`src/rtl/fetch_sequencer.sv`:
```
// Fetch-stage controller: owns the fetch PC, issues one instruction-bus request at a time,
// applies redirects and delivers a registered {pc, instr, exc} bundle to decode.
module fetch_sequencer #(
  parameter logic [63:0] RESET_PC = 64'h0000_0000_8000_0000
) (
  input  logic        clk,
  input  logic        reset,
  input  logic        redirect_valid,
  input  logic [63:0] redirect_pc,
  input  logic        stall,
  output logic        ireq_valid,
  output logic [63:0] ireq_addr,
  input  logic        iresp_valid,
  input  logic [31:0] iresp_data,
  output logic        f_valid,
  output logic [63:0] f_pc,
  output logic [31:0] f_instr,
  output logic        f_exc
);

  localparam logic [2:0] StIdle  = 3'd0;
  localparam logic [2:0] StFetch = 3'd1;
  localparam logic [2:0] StHold  = 3'd2;
  localparam logic [2:0] StDrain = 3'd3;
  localparam logic [2:0] StExc   = 3'd4;

  logic [2:0]  state_q, state_d;
  logic [63:0] pc_q, pc_d;
  logic [63:0] addr_q, addr_d;
  logic [31:0] hold_q, hold_d;
  logic        f_valid_q, f_valid_d;
  logic [63:0] f_pc_q, f_pc_d;
  logic [31:0] f_instr_q, f_instr_d;
  logic        f_exc_q, f_exc_d;

  logic slot_free;
  logic pc_aligned;

  assign slot_free  = !f_valid_q || !stall;
  assign pc_aligned = (pc_q[1:0] == 2'b00);

  always_comb begin
    state_d   = state_q;
    pc_d      = pc_q;
    addr_d    = addr_q;
    hold_d    = hold_q;
    f_valid_d = f_valid_q;
    f_pc_d    = f_pc_q;
    f_instr_d = f_instr_q;
    f_exc_d   = f_exc_q;

    if (f_valid_q && !stall) begin
      f_valid_d = 1'b0;
    end

    if (redirect_valid) begin
      pc_d      = redirect_pc;
      f_valid_d = 1'b0;
      hold_d    = 32'h0;
      unique case (state_q)
        StFetch: begin
          // A live request with no response yet must be drained at its original address.
          if (pc_aligned && !iresp_valid) begin
            state_d = StDrain;
            addr_d  = pc_q;
          end else begin
            state_d = StFetch;
          end
        end
        StDrain: state_d = iresp_valid ? StFetch : StDrain;
        default: state_d = StFetch;
      endcase
    end else begin
      unique case (state_q)
        StIdle: state_d = StFetch;
        StFetch: begin
          if (pc_aligned) begin
            if (iresp_valid) begin
              if (slot_free) begin
                f_valid_d = 1'b1;
                f_pc_d    = pc_q;
                f_instr_d = iresp_data;
                f_exc_d   = 1'b0;
                pc_d      = pc_q + 64'd4;
              end else begin
                hold_d  = iresp_data;
                state_d = StHold;
              end
            end
          end else if (slot_free) begin
            f_valid_d = 1'b1;
            f_pc_d    = pc_q;
            f_instr_d = 32'h0;
            f_exc_d   = 1'b1;
            state_d   = StExc;
          end
        end
        StHold: begin
          if (slot_free) begin
            f_valid_d = 1'b1;
            f_pc_d    = pc_q;
            f_instr_d = hold_q;
            f_exc_d   = 1'b0;
            pc_d      = pc_q + 64'd4;
            state_d   = StFetch;
          end
        end
        StDrain: begin
          if (iresp_valid) begin
            state_d = StFetch;
          end
        end
        StExc:   state_d = StExc;
        default: state_d = StIdle;
      endcase
    end
  end

  always_ff @(posedge clk or posedge reset) begin
    if (reset) begin
      state_q   <= StIdle;
      pc_q      <= RESET_PC;
      addr_q    <= 64'h0;
      hold_q    <= 32'h0;
      f_valid_q <= 1'b0;
      f_pc_q    <= 64'h0;
      f_instr_q <= 32'h0;
      f_exc_q   <= 1'b0;
    end else begin
      state_q   <= state_d;
      pc_q      <= pc_d;
      addr_q    <= addr_d;
      hold_q    <= hold_d;
      f_valid_q <= f_valid_d;
      f_pc_q    <= f_pc_d;
      f_instr_q <= f_instr_d;
      f_exc_q   <= f_exc_d;
    end
  end

  always_comb begin
    ireq_valid = ((state_q == StFetch) && pc_aligned) || (state_q == StDrain);
    if (state_q == StDrain) begin
      ireq_addr = addr_q;
    end else if (ireq_valid) begin
      ireq_addr = pc_q;
    end else begin
      ireq_addr = 64'h0;
    end
  end

  assign f_valid = f_valid_q;
  assign f_pc    = f_pc_q;
  assign f_instr = f_instr_q;
  assign f_exc   = f_exc_q;

endmodule
```
`config.mk`:
```
export PLATFORM = sky130hd
export DESIGN_NAME = fetch_sequencer
export DESIGN_NICKNAME = d
export VERILOG_FILES = /design/src/rtl/fetch_sequencer.sv
export SDC_FILE = /design/constraint.sdc
export NUM_CORES = 1
export LEC_CHECK = 0
export CAP_MARGIN = 40
export CORE_ASPECT_RATIO = 2
export CORE_UTILIZATION = 51
export CTS_CLUSTER_DIAMETER = 40
export DETAILED_ROUTE_END_ITERATION = 6
export HOLD_SLACK_MARGIN = 0.05
export MAX_ROUTING_LAYER = met4
export PLACE_DENSITY = 0.79
export SLEW_MARGIN = 20
export SYNTH_ARGS = -nofsm -noshare
export SYNTH_HDL_FRONTEND = slang
export SYNTH_SLANG_ARGS = --single-unit
```
`constraint.sdc`:
```
create_clock -name clk -period 12.4 [get_ports clk]
set_clock_uncertainty 0.2 [all_clocks]
set_input_delay 3.72 -clock clk [delete_from_list [all_inputs] [get_ports clk]]
set_output_delay 3.72 -clock clk [all_outputs]
set_load 0.02 [all_outputs]
```
==> metrics.txt <==
outcome complete, but fails checks; failing checks DRC; Reg2Reg Launch Point pc_q[2]; Layout area overhead 31.4%; Resize count post-CTS 0; R2R Setup Slk 9.18 ns; Arr. time, crit path 3.21 ns; overall die height 221 um; Highest Signal Layer met4; wire length per cell 20.3 um; Power Density 192 nW/um^2; FMAX 140 MHz; FILL cells 1,810; die area 24,600 um^2; Initial DRT Pass Iterations 7; period utilization 57.5%; WP data required 8.48 ns; most common cell after layout, fill and taps aside clkdlybuf4s50_1; ANT nets after route 0; sequential area share after synthesis 53.4%; Num CTS Buffers 27; endpoint type of the worst setup path output port; # hold bufs at CTS 0; final instance area 16,100 um^2; clock latency on the worst-skew pair 0.55 ns; fin. max-slew vios 0; post-CTS setup buffer count 0; width of the die 111 um; critical path class reg2out; largest net degree at the start of global routing 150; Synth Warn # 0; clk root buf clkbuf_16; drt total wl 34.4 mm; Final Hold Viols 0; total power 3.09 mW; fin nets 1,491; worst hold path cell count 2; PortBufs 263; CP delay by family, top buffers and inverters; first-pass GRT wire length 54.8 mm; Worst Path Buf+Inv 2; Final min period 7.13 ns; Vias 9,835; commonest cells after routing, fill and taps aside clkdlybuf4s50_1 (262), dfrtp_1 (260), nand2_1 (162), o21ai_0 (136), mux2_2 (118); synthesized area 12,200 um^2; Post-synth EDFFs 0; CTS tree yes; Top FF cell, synth dfrtp_1; io pins 264; Final Util 68.6%; max_cap viols 0; routed length on met2 18.6 mm; WHS Endpoint f_instr[23]; Hold Startpoint f_instr[23]; crit path max fanout 57; final setup vio count 0; H-tree Lvls 1; average vias per placed instance 5.79; GR Overflow Total 0; # rows 79; Reg-to-Reg End pc_q[54]; Max VDD drop 0.160 mV; Syn Inst Count 1,168; vias in the first global route 10,100; Initial Util 52.2%; setup_tns 0 ns; actual slew at the worst max-slew pin 0.834 ns; Met3 Wirelength 1.66 mm; Clock transition at path regs 0.06 ns; DR DRC count 20; Placed Instance Area 15,000 um^2; share of cells above drive strength 1 14.9%; RSZ-0062 raised after global routing false; Total Routing Usage GR 29.1%; hpwl dp 22.9 mm; WL met1 12.9 mm; Slew headroom 44.3%; #FFs+latches synth 261; count of cell types in the netlist 49; Pleak 6.71 nW; core area 23,400 um^2; clk sinks 261; startpoint types flip-flop; post-synth net total 1,270; hold_ws 0.275 ns; syn_area_per_cell 10.5 um^2; Worst Reg2Reg Path Length in Cells 8; crit-path cells nor2b_1, and2_2, buf_4, a22o_1, clkdlybuf4s50_1; GP Congestion 0.808; worst min path class reg2reg; clock buffer depth 3; Crit-path slowest cell buf_4; Crit path largest cell delay 0.63 ns; post-synthesis async set-or-reset flop share 100%; drt first-iter violations 704; initial antenna violation count 6
[registers in the layout (all words and copies together), names as in the netlist]
register  flops
pc_q         64
f_valid       1
hold_q       32
f_instr      32
f_pc         64
f_exc         1
addr_q       64
state_q       3
[cell type report]
cell class              count  area [um^2]  area share [%]
well taps                 283          354            2.20
multi-input cells         808         5340            33.2
diodes                      6         15.0          0.0935
clock buffers              32          734            4.57
repair buffers            277         2830            17.6
inverters                  14         60.1           0.374
flip-flops and latches    261         6530            40.7
clock inverters            18          199            1.24
[synth_stat cells, types with 3 or more instances]
| master | count | share of area [%] |
|---|---|---|
| dfrtp_1 | 260 | 53 |
| nand2_1 | 162 | 5.0 |
| o21ai_0 | 136 | 5.6 |
| mux2_2 | 118 | 11 |
| clkbuf_1 | 77 | 2.4 |
| a22o_1 | 61 | 4.4 |
| and3_1 | 39 | 2.0 |
| xnor2_1 | 39 | 2.8 |
| nand2b_1 | 36 | 1.8 |
| a21oi_1 | 35 | 1.4 |
| nor2_1 | 26 | 0.80 |
| nand3_1 | 23 | 0.94 |
| nor3_1 | 21 | 0.86 |
| nand4_1 | 18 | 0.92 |
| nor4_1 | 18 | 0.92 |
| xor2_1 | 18 | 1.3 |
| inv_1 | 13 | 0.40 |
| or2_2 | 8 | 0.41 |
| and2_1 | 7 | 0.36 |
| or3_1 | 5 | 0.26 |
| a31oi_1 | 3 | 0.15 |
| buf_2 | 3 | 0.12 |
| buf_4 | 3 | 0.18 |
| nor2b_1 | 3 | 0.15 |
| nor3b_1 | 3 | 0.18 |
[layer usage]
layer  vias to the layer above  GRT usage (%)
met5                         -              -
met4                         0           13.5
met3                        58           3.53
met2                       345           51.6
met1                      4889           32.3
li1                       4543              -
[how the worst max path moves through the flow]
stage	start	end	cells after the start
4_1_cts	state_q[2]	ireq_addr[16]	5
6_report	state_q[2]	ireq_addr[16]	5
5_1_grt	state_q[2]	ireq_addr[16]	5
3_3_place_gp	stall	pc_q[54]	7
2_1_floorplan	reset	addr_q[0]	1
3_5_place_dp	iresp_valid	f_pc[17]	6
[power by group]
group,internal [mW],switching [mW]
clock network,0.493,0.358
registers,1.11,0.172
logic,0.494,0.463
[cells by family (layout without fill, tap and decap cells)]
family / Yosys count / after routing / share of synthesized area (%)
AO/OA/AOI/OAI: 248 / 248 / 12.4
XOR/XNOR: 57 / 57 / 4.08
adder cells (fa/ha/maj): 1 / 1 / 0.102
buffers and inverters: 99 / 341 / 3.28
flip-flops: 261 / 261 / 53.4
multiplexers: 119 / 119 / 10.9
other: 0 / 6 / 0
AND/OR/NAND/NOR: 383 / 383 / 15.7
[worst register-to-register path, stage by stage (launching register included)]
cell	delay (ns)
dfrtp_1	0.46
ha_1	0.26
nand4_1	0.18
nor4_1	0.43
nand3_1	0.43
buf_6	0.30
or2_2	0.33
or3_1	0.34
a31oi_1	0.18
[stage by stage]
step | setup slack, ns | cells
floorplan | 1.30 | 1168
global placement | 5.58 | 1637
detailed placement | 5.58 | 1640
CTS | 5.28 | 1690
global route | 5.14 | 1699
finish | 5.27 | 1699
No activity file was read; power rests on OpenSTA's default activity.
